File: src/rtl/j2_io_led_port.sv
// IO-mapped LED port: per-channel off/on/blink/one-shot control driven by a
// shared tick prescaler, with registered single-cycle readback.
module j2_io_led_port #(
  parameter int WIDTH         = 16,
  parameter int CHANNELS      = 4,
  parameter int PRESCALE_BITS = 16
) (
  input  logic                clock,
  input  logic                active_low_reset,
  input  logic [15:0]         io_address,
  input  logic                io_write_enable,
  input  logic                io_read_enable,
  input  logic [WIDTH-1:0]    data_in,
  output logic [WIDTH-1:0]    io_data_out,
  output logic                io_read_valid,
  output logic [CHANNELS-1:0] leds
);

  typedef enum logic [1:0] {
    MODE_OFF     = 2'b00,
    MODE_ON      = 2'b01,
    MODE_BLINK   = 2'b10,
    MODE_ONESHOT = 2'b11
  } mode_t;

  localparam logic [15:0] ADDR_RELOAD = 16'h00F0;
  localparam logic [15:0] ADDR_STATUS = 16'h00FF;
  localparam logic [15:0] CH_LIMIT    = 16'(CHANNELS);

  // Reset asserts asynchronously but releases only on a clock edge.
  logic [1:0] rst_sync_q;
  logic       rst_n;

  always_ff @(posedge clock or negedge active_low_reset) begin
    if (!active_low_reset) rst_sync_q <= 2'b00;
    else                   rst_sync_q <= {rst_sync_q[0], 1'b1};
  end

  assign rst_n = rst_sync_q[1];

  // State
  mode_t                    mode_q   [CHANNELS];
  mode_t                    mode_d   [CHANNELS];
  logic [7:0]               period_q [CHANNELS];
  logic [7:0]               period_d [CHANNELS];
  logic [7:0]               cnt_q    [CHANNELS];
  logic [7:0]               cnt_d    [CHANNELS];
  logic [CHANNELS-1:0]      leds_q, leds_d;
  logic [PRESCALE_BITS-1:0] presc_q, presc_d;
  logic [PRESCALE_BITS-1:0] reload_q, reload_d;
  logic [WIDTH-1:0]         data_q, data_d;
  logic                     valid_q, valid_d;

  // Decode
  logic                     addr_is_ch;
  logic                     ch_wr;
  logic                     reload_wr;
  logic                     tick;
  logic [PRESCALE_BITS-1:0] reload_wdata;
  logic [WIDTH-1:0]         reload_rdata;
  logic [WIDTH-1:0]         rdata;

  assign addr_is_ch = (io_address < CH_LIMIT);
  assign ch_wr      = io_write_enable && addr_is_ch;
  assign reload_wr  = io_write_enable && (io_address == ADDR_RELOAD);
  assign tick       = (presc_q == reload_q);

  if (PRESCALE_BITS >= WIDTH) begin : g_reload_wide
    always_comb begin
      reload_wdata            = '0;
      reload_wdata[WIDTH-1:0] = data_in;
    end
    assign reload_rdata = reload_q[WIDTH-1:0];
  end else begin : g_reload_narrow
    assign reload_wdata = data_in[PRESCALE_BITS-1:0];
    always_comb begin
      reload_rdata                    = '0;
      reload_rdata[PRESCALE_BITS-1:0] = reload_q;
    end
  end

  // Prescaler: a reload write restarts the count from zero.
  always_comb begin
    // NOTE: every always_comb output gets a default first so no path can infer a latch.
    reload_d = reload_q;
    presc_d  = tick ? '0 : presc_q + 1'b1;
    if (reload_wr) begin
      reload_d = reload_wdata;
      presc_d  = '0;
    end
  end

  // Channels. cnt+1 >= period also makes period 0 finish on the first tick,
  // so it behaves as period 1; cnt never exceeds 254, so cnt+1 cannot wrap.
  always_comb begin
    mode_d   = mode_q;
    period_d = period_q;
    cnt_d    = cnt_q;
    leds_d   = leds_q;
    for (int i = 0; i < CHANNELS; i++) begin
      if (ch_wr && (io_address[2:0] == 3'(i))) begin
        mode_d[i]   = mode_t'(data_in[1:0]);
        period_d[i] = data_in[15:8];
        cnt_d[i]    = '0;
        leds_d[i]   = (data_in[1:0] != 2'b00);
      end else begin
        unique case (mode_q[i])
          MODE_OFF: begin
            leds_d[i] = 1'b0;
            cnt_d[i]  = '0;
          end
          MODE_ON: begin
            leds_d[i] = 1'b1;
            cnt_d[i]  = '0;
          end
          MODE_BLINK: begin
            if (tick) begin
              if (cnt_q[i] + 8'd1 >= period_q[i]) begin
                leds_d[i] = ~leds_q[i];
                cnt_d[i]  = '0;
              end else begin
                cnt_d[i] = cnt_q[i] + 8'd1;
              end
            end
          end
          MODE_ONESHOT: begin
            if (tick) begin
              if (cnt_q[i] + 8'd1 >= period_q[i]) begin
                leds_d[i] = 1'b0;
                mode_d[i] = MODE_OFF;
                cnt_d[i]  = '0;
              end else begin
                cnt_d[i] = cnt_q[i] + 8'd1;
              end
            end
          end
          default: ;
        endcase
      end
    end
  end

  // Readback sees the pre-write state, so a same-cycle write is not visible.
  always_comb begin
    rdata = '0;
    if (addr_is_ch) begin
      for (int i = 0; i < CHANNELS; i++) begin
        if (io_address[2:0] == 3'(i)) rdata[15:0] = {period_q[i], 6'b000000, mode_q[i]};
      end
    end else if (io_address == ADDR_RELOAD) begin
      rdata = reload_rdata;
    end else if (io_address == ADDR_STATUS) begin
      rdata[CHANNELS-1:0] = leds_q;
    end
  end

  always_comb begin
    valid_d = io_read_enable;
    data_d  = io_read_enable ? rdata : data_q;
  end

  always_ff @(posedge clock or negedge rst_n) begin
    if (!rst_n) begin
      // NOTE: these per-channel arrays are a handful of flops, not a RAM, so resetting them is cheap and required.
      for (int i = 0; i < CHANNELS; i++) begin
        mode_q[i]   <= MODE_OFF;
        period_q[i] <= '0;
        cnt_q[i]    <= '0;
      end
      leds_q   <= '0;
      presc_q  <= '0;
      reload_q <= '1;
      data_q   <= '0;
      valid_q  <= 1'b0;
    end else begin
      // NOTE: non-blocking assignments so every flop samples the pre-edge value of every other flop.
      mode_q   <= mode_d;
      period_q <= period_d;
      cnt_q    <= cnt_d;
      leds_q   <= leds_d;
      presc_q  <= presc_d;
      reload_q <= reload_d;
      data_q   <= data_d;
      valid_q  <= valid_d;
    end
  end

  assign leds          = leds_q;
  assign io_data_out   = data_q;
  assign io_read_valid = valid_q;

endmodule

File: config.mk
export PLATFORM = sky130hd
export DESIGN_NAME = j2_io_led_port
export DESIGN_NICKNAME = d
export VERILOG_FILES = /design/src/rtl/j2_io_led_port.sv
export SDC_FILE = /design/constraint.sdc
export NUM_CORES = 1
export LEC_CHECK = 0
export ABC_AREA = 1
export BUFFER_PORTS_ARGS = -buffer_cell sky130_fd_sc_hd__buf_2
export CORE_ASPECT_RATIO = 1.1
export CORE_MARGIN = 4
export CORE_UTILIZATION = 55
export DETAILED_ROUTE_END_ITERATION = 12
export PLACE_DENSITY = 0.77
export SLEW_MARGIN = 20
export SYNTH_ARGS = -nofsm -noshare
export SYNTH_HDL_FRONTEND = slang
export SYNTH_SLANG_ARGS = --single-unit
File: constraint.sdc
create_clock -name clock -period 3.4 [get_ports clock]
set_input_delay 0.17 -clock clock [delete_from_list [all_inputs] [get_ports clock]]
set_output_delay 0.17 -clock clock [all_outputs]
set_load 0.01 [all_outputs]
==> After elaboration in Yosys (flattened, before gate mapping) <==
Cells that the tools add are included.
{ "totals": {"mem_bits_ro": 0, "elab_cells": 179, "output_inout_bits": 21, "latchBits": 0, "ff_bits": 127, "in_bits": 36, "memories": 0, "mem_bits_rw": 0} }
{ "classes": {"addsub": 5, "div": 0, "order_cmp": 5, "n_mux": 66, "n_eq_ne": 38, "n_reduce_logical": 40, "n_bitwise": 4, "multipliers": 0, "shift": 0} }
{ "ops": {"columns": ["op", "count"], "rows": [
  ["two-way mux 16 bit", 7],
  ["two-way mux 8 bit", 12],
  ["case mux 8 bit (2 select lines)", 4],
  ["inequality test 3 bit, second input constant", 16],
  ["adder 8 x 1 -> 8 bit, second input constant", 4],
  ["equality test 16 x 8 -> 1 bit, second input constant", 2],
  [">= comparator 8 bit", 4],
  ["two-way mux 2 bit", 16],
  ["nonzero test 2 bit", 13],
  ["two-way mux 1 bit", 20],
  ["adder 16 x 1 -> 16 bit, second input constant", 1],
  ["equality test 16 bit", 1],
  ["equality test 2 bit, second input constant", 8],
  ["less-than comparator 16 x 3 -> 1 bit, second input constant", 1],
  ["case mux 1 bit (4 select lines)", 4],
  ["AND reduction 4 bit", 4],
  ["OR reduction 2 bit", 8],
  ["two-way mux 12 bit", 1],
  ["inequality test 3 x 1 -> 1 bit, second input constant", 4],
  ["AND reduction 3 bit", 4],
  ["equality test 2 x 1 -> 1 bit, second input constant", 4],
  ["zero test 2 bit", 4],
  ["two-way mux 4 bit", 2],
  ["equality test 3 x 2 -> 1 bit, second input constant", 2],
  ["other kinds (4)", 12]
]} }

==> Depth between registers and ports, before layout <==
Gate-level depths: netlist of run 1.
{ "depth": {"ltp_word": 6, "ltp_mapped": 15, "depth_no_buf": 15} }

==> Worst setup path after synthesis of run 1 <==
No wires, ideal clock.
{ "synth_timing": {"kind": "reg2reg", "startpoint": "reg cnt_q[0] (netlist name)", "endpoint": "reg cnt_q[0] (netlist name)", "path_stages_with_launch": 15, "path_buffers": 0, "setup_time_ns": 0.119, "setup_slack_ns": 1.340, "arrival_time_ns": 1.940, "synth_period_minus_slack_ns": 2.060, "required_time_ns": 3.281, "cell_sequence": "dfrtp_1 > ha_1 > nand2_1 > inv_1 > nand4_1 > xor2_1 > inv_1 > ha_1 > nand2_1 > nor2_1 > nand4_1 > nand3_1 > nor2_1 > nand4_1 > nand2_1"} }
{ "synth_via": {"elab_chain_len": 6} }
{ "synth_lines": {"columns": ["element", "line_no", "text"], "rows": [
  ["start: declaration", "46", "logic [7:0] cnt_q [CHANNELS];"],
  ["start signal: assignment", "179", "cnt_q <= cnt_d;"],
  ["adder 8 x 1 -> 8 bit (*)", null, null],
  [">= comparator 8 bit", "118, 128", null],
  ["two-way mux 8 bit (*)", "118, 128", null],
  ["two-way mux 8 bit (*)", "117", "if (tick) begin"],
  ["case mux 8 bit (2 select lines) (*)", "107", "unique case (mode_q[i])"],
  ["two-way mux 8 bit (*)", "101", "if (ch_wr && (io_address[2:0] == 3'(i))) begin"]
]} }
Mark *: on every way between the ends. The rest lies on a longest branch, timed or not. The select of a mux whose other input is x is not followed.
A chain may end at the register's enable or synchronous reset.

==> Worst setup path in the final report of run 1 <==
Same ends and word-level chain as after synthesis.

==> results of run 1 <==
==> worst paths after layout <==
path / start / endpoint / slack (ps) / depth (start not counted)
worst max-delay path: cnt_q[0] / cnt_q[0] / 1010 / 14
worst min-delay path: active_low_reset / rst_sync_q[1] / 60 / 2
worst max register to register: cnt_q[0] / cnt_q[0] / 1010 / 14
worst min register to register: rst_sync_q[0] / rst_sync_q[1] / 350 / 0
max in group asynchronous: rst_sync_q[1] / reload_q[14] / 2150 / 1
min in group clock: data_in[1] / reload_q[1] / 70 / 3
==> area by class of cell <==
type	count	share of cell area, %
inverter	159	6.55
tap	188	2.58
timing repair buffer	76	5.28
clock inverter	15	1.39
clock buffer	17	4.67
multi-input combinational	768	44.4
sequential	127	35.2
==> timing repair <==
action,in CTS,in global routing
hold buffers,15,0
setup buffers,0,0
hold endpoints to repair,16,0
==> power by group through the flow <==
stage	clock network, uW	registers (uW)	logic [uW]
2_1_floorplan	0	1590	87.3
3_3_place_gp	0	1590	157
3_5_place_dp	0	1590	158
4_1_cts	1720	1560	173
5_1_grt	1800	1570	193
6_report	1700	1560	172
==> layout by cell type (no fill, tap or decap), types with 5 or more instances in the layout <==
| cell | n |
|---|---|
| nand2_1 | 351 |
| inv_1 | 143 |
| dfrtp_1 | 110 |
| nor2_1 | 84 |
| nand3_1 | 74 |
| buf_2 | 56 |
| ha_1 | 49 |
| o21ai_0 | 47 |
| nand4_1 | 34 |
| a21oi_1 | 33 |
| xor2_1 | 18 |
| clkbuf_16 | 17 |
| dfstp_2 | 16 |
| dlygate4sd3_1 | 15 |
| inv_2 | 14 |
| o21ai_1 | 13 |
| nor3_1 | 12 |
| nand2_2 | 8 |
| nor2_2 | 7 |
| o2111ai_1 | 7 |
| inv_6 | 7 |
| xnor2_1 | 5 |
==> flip-flops by register name (all words and copies together), names as in the netlist <==
register	flops
presc_q	16
io_read_valid	1
period_q	32
reload_q	16
mode_q	8
cnt_q	32
rst_sync_q	2
io_data_out	16
leds	4
==> layer usage <==
| layer | vias to the layer above | GRT usage, % | wire, um |
|---|---|---|---|
| met5 | - | 0 | 0 |
| met4 | 0 | 7.84 | 331 |
| met3 | 27 | 4.64 | 986 |
| li1 | 3573 | - | - |
| met2 | 171 | 39.2 | 9140 |
| met1 | 3328 | 32.8 | 8430 |
==> cells by family (layout without fill, tap and decap cells) <==
kind of cell / count (synthesis) / in the layout / synth area share, %
compound gates: 106 / 106 / 7.28
xor+xnor: 23 / 23 / 2.52
fa+ha+maj: 49 / 49 / 7.67
buf+inv: 185 / 267 / 9.44
flops: 127 / 127 / 40.0
other cells: 1 / 1 / 0.0469
simple gates: 589 / 589 / 33.0
==> metrics by stage <==
| step | utilization (%) | hold WS [ps] | power (uW) |
|---|---|---|---|
| global route | 64.9 | 55.9 | 3560 |
| CTS | 64.9 | 44.7 | 3460 |
| finish | 64.9 | 57.9 | 3430 |
| floorplan | - | -126 | 1680 |
| detailed placement | 59.9 | -44.6 | 1750 |
| global placement | 59.9 | -43.6 | 1740 |
==> flow_summary.yaml, run 1 <==
drt:
  routed_wl_um: 18900
  drt_iter0_drc: 561
  num_vias: 7099
  ant_nets: 0
  first_pass_iters: 5
  route.detailed.drc: 0
  wire_per_inst_um: 14.0
  drt-vias-per-instance: 5.26
sta:
  finalClockSkew_ps: 7.67
  setup_viol: 0
  maxSlewViolCount: 0
  max-slew-margin-rel_pct: 47.1
  setup_tns_ps: 0
  rsz0062_at_grt: "false"
  hold_viol_final: 0
  period_needed_ps: 2390
  max_freq_mhz: 419
  tightest_slew_ps: 793
  finalCritPeriodShare_pct: 70.2
  setup_ws_ps: 1010
cts:
  cts_tree: "yes"
  numCtsBuffers: 17
  cts_resized: 0
  clkSinkCount: 127
  root_buffer: "clkbuf_16"
  clk_path_buf_depth: 2
  path_clk_slew_ps: 60
  cts-htree-levels: 4
  insertion_delay_ps: 420
place:
  post-place-ws_ps: 1070
  detailed_place_hpwl_um: 13800
  place_area_mm2: 0.00840
  dp_cells: 1303
  gp_congestion: 0.844
  portBuffers: 56
synth:
  synthTopCellsByArea: "dfrtp_1, nand2_1, ha_1, inv_1, dfstp_2"
  synth_seq_cells: 127
  synthFlopType: "dfrtp_1"
  syn-num-nets: 1165
  async_reset_ff_share_pct: 100
  ys_types: 39
  synth_edf_count: 0
  netlist.area_leader.share_pct: 34.8
  synth_common_cells: "nand2_1, inv_1, dfrtp_1"
  syn_area_mm2: 0.00799
  syn_area_per_cell_um2: 7.40
  yosysWarnings: 0
  yosysTopAreaCell: "dfrtp_1"
  synth.most_common_cell: "nand2_1"
  seq_area_frac_synth_pct: 40.0
  netlist_instances: 1080
pwr:
  p_comb_share_pct: 5.0
  switchingPower_uw: 884
  ir_worst_vdd_mv: 0.301
  leakagePower_uw: 0.00493
  p_sw_share_pct: 25.8
  p_int_uw: 2540
  p_per_area_mw_per_mm2: 377
  p_clk_share_pct: 49.5
  power.share.sequential_pct: 45.5
final_layout:
  nets: 1234
  instances_no_fill: 1350
  multiInputGateArea_mm2: 0.00404
  antenna_cells: 0
  num-fill-cells: 1195
  area_growth_pct: 13.9
  regArea_mm2: 0.00320
  drive_above_1_share_pct: 13.6
  stdcell_area_mm2: 0.00910
setup_path:
  crit_family: "simple AND/OR/NAND/NOR gates"
  crit_type: "reg -> reg"
  end_kind: "register"
  worstPathRequired_ps: 3700
  critical_path_buf_inv_count: 2
  path_cells: "ha_1, nand2_1, inv_1, nand4_1, xor2_1, inv_1, ha_1, nand2_1, nor2_1, nand4_1, nand3_1, nor2_1, nand4_1, nand2_1"
  cp.arrival_ps: 2690
  critical_path_peak_fanout: 8
  cpMaxStageDelayCell: "dfrtp_1"
  critPathMaxStageDelay_ps: 430
  cp-start-kind: "register"
grt:
  first_global_vias: 6605
  antenna_found_initial: 0
  gr-total-overflow: 0
  grt_max_degree: 67
  track_usage_pct: 24.3
  grt_pass1_wl_um: 31800
die:
  die_h_um: 134
  num_rows: 45
  coreArea_mm2: 0.0140
  dieArea_mm2: 0.0165
  ios: 57
  initial_core_util_pct: 57.0
  die_x_um: 123
flow_run:
  drv_cap: 0
status:
  run_status: "complete, no violations"
hold_path:
  hold_class: "in -> async"
Note: power is estimated with default switching activity, not from simulation.
==> run 2: changes to the inputs <==
==> constraint.sdc (replaced) <==
create_clock -name clock -period 2 [get_ports clock]
set_input_delay 0.1 -clock clock [delete_from_list [all_inputs] [get_ports clock]]
set_output_delay 0.1 -clock clock [all_outputs]
set_load 0.01 [all_outputs]
==> flow_summary.yaml, run 2 (synthesized netlist as in run 1, its figures left out) <==
sta:
  period_needed_ps: 2310
  whs_ps: 82.4
  finalClockSkew_ps: 7.54
  setup_ws_ps: -310
  setup_viol: 43
  rsz0062_at_grt: "true"
  maxSlewViolCount: 0
  max_freq_mhz: 433
  max-slew-margin-rel_pct: 60.3
  hold_viol_final: 0
  tightest_slew_ps: 596
  finalCritPeriodShare_pct: 115
grt:
  antenna_found_initial: 0
  first_global_vias: 7357
  gr-total-overflow: 0
  grt_max_degree: 41
  grt_pass1_wl_um: 35100
  track_usage_pct: 26.8
die:
  initial_core_util_pct: 57.0
  die_x_um: 123
  coreArea_mm2: 0.0140
  dieArea_mm2: 0.0165
  die_h_um: 134
  num_rows: 45
  ios: 57
setup_path:
  cpMaxStageDelayCell: "dfrtp_1"
  cp-start-kind: "register"
  r2r_start: "cnt_q[1]"
  critPathMostFrequentCell: "nand2_1"
  path_cells: "ha_2, nand2_2, inv_2, buf_4, nor2_1, ha_1, nand2_1, inv_1, nand2_1, nand2_1, nand2_1, nand3_4, nor2_4, nand4_1, nand2_1"
  r2r_end: "cnt_q[6]"
  regToRegSetupSlack_ps: -310
  cp.arrival_ps: 2680
  critical_path_peak_fanout: 8
  critPathMaxStageDelay_ps: 430
  worst_r2r_path_depth: 15
  worstPathRequired_ps: 2370
  crit_type: "reg -> reg"
  end_kind: "register"
drt:
  wire_per_inst_um: 15.5
  drt-vias-per-instance: 5.41
  ant_nets: 0
  routed_wl_um: 22000
  route.detailed.drc: 0
  first_pass_iters: 7
  num_vias: 7662
  drt_iter0_drc: 698
cts:
  root_buffer: "clkbuf_16"
  cts_tree: "yes"
  clkSinkCount: 127
  numCtsBuffers: 17
  path_clk_slew_ps: 60
  clk_path_buf_depth: 2
  cts-htree-levels: 4
  insertion_delay_ps: 430
final_layout:
  final_common_cell: "nand2_1"
  nets: 1299
  reg.largest.list: "cnt_q: 32 flops, period_q: 32 flops"
  multiInputGateArea_mm2: 0.00455
  stdcell_area_mm2: 0.0101
  final_cell_mix: "nand2_1, inv_1, dfrtp_1"
  area_growth_pct: 26.9
  regArea_mm2: 0.00320
  drive_above_1_share_pct: 25.9
  num-fill-cells: 1050
  instances_no_fill: 1415
  post-route-util_pct: 72.3
  antenna_cells: 0
status:
  run_status: "finished, violations left"
  violations: "negative setup slack"
place:
  detailed_place_hpwl_um: 14900
  gp_congestion: 0.882
  place_area_mm2: 0.00876
  post-place-ws_ps: -237
  dp_cells: 1347
  portBuffers: 56
hold_path:
  hold_class: "in -> reg"
  holdCritStartpoint: "data_in[15]"
  hold_depth: 3
  min_to: "period_q[23]"
pwr:
  p_per_area_mw_per_mm2: 587
  leakagePower_uw: 0.00529
  ir_worst_vdd_mv: 0.543
flow_run:
  drv_cap: 0
[run 2: changes by cell type in the layout (fill, tap and decap cells not counted), sizes merged]
| cell | previous run | this run |
|---|---|---|
| clkinv | 6 | 7 |
| clkinvlp | 3 | 4 |
| dlygate4sd3 | 15 | 18 |
| bufinv | 0 | 1 |
| inv | 165 | 161 |
| clkbuf | 17 | 18 |
| buf | 61 | 123 |
[run 2: stage by stage]
stage	power, uW	setup TNS [ps]
after floorplan	2850	0
after global placement	2980	-5220
after detailed placement	2990	-6630
after CTS	5960	-4040
after global routing	6140	-12720
final	5950	-6800
[run 2: layer usage]
layer  routed length, um  global-route usage, %  vias to the layer above
met2               11100                   45.5                      278
met1                9070                   34.7                     3648
li1                    -                      -                     3693
met4                 414                   8.28                        0
met5                   0                      0                        -
met3                1400                   4.77                       43
[run 2: timing repair]
action / 4_1_cts / 5_1_grt
hold endpoints to repair: 26 / 0
pin swaps: 59 / 58
hold buffers: 18 / 0
buffers inserted: 10 / 8
setup endpoints to repair: 44 / 44
gates resized for setup: 61 / 54
[run 2: area by class of cell]
class | instances | share of cell area (%)
flip-flops and latches | 127 | 31.6
clock buffers | 18 | 4.23
multi-input cells | 768 | 44.8
clock inverters | 14 | 1.33
inverters | 159 | 5.89
repair buffers | 141 | 9.79
well taps | 188 | 2.32
[run 2: worst max path at each step]
stage                     startpoint        end  slack [ps]
after floorplan            cnt_q[16]  cnt_q[20]           4
after global placement     cnt_q[16]  cnt_q[21]        -210
after detailed placement   cnt_q[16]  cnt_q[20]        -240
after CTS                  cnt_q[16]  cnt_q[20]        -150
after global routing        cnt_q[1]   cnt_q[6]        -410
final                       cnt_q[1]   cnt_q[6]        -310
[run 2: critical path, delay by kind of cell (launching register included)]
family,cells,cell delay [ps]
flip-flops,1,430
buffers and inverters,3,230
adder cells (fa/ha/maj),2,490
AND/OR/NAND/NOR,10,1100
[run 2: where the power goes]
part | switching, uW | internal (uW)
clock | 1250 | 1720
sequential | 49.3 | 2600
combinational | 203 | 120
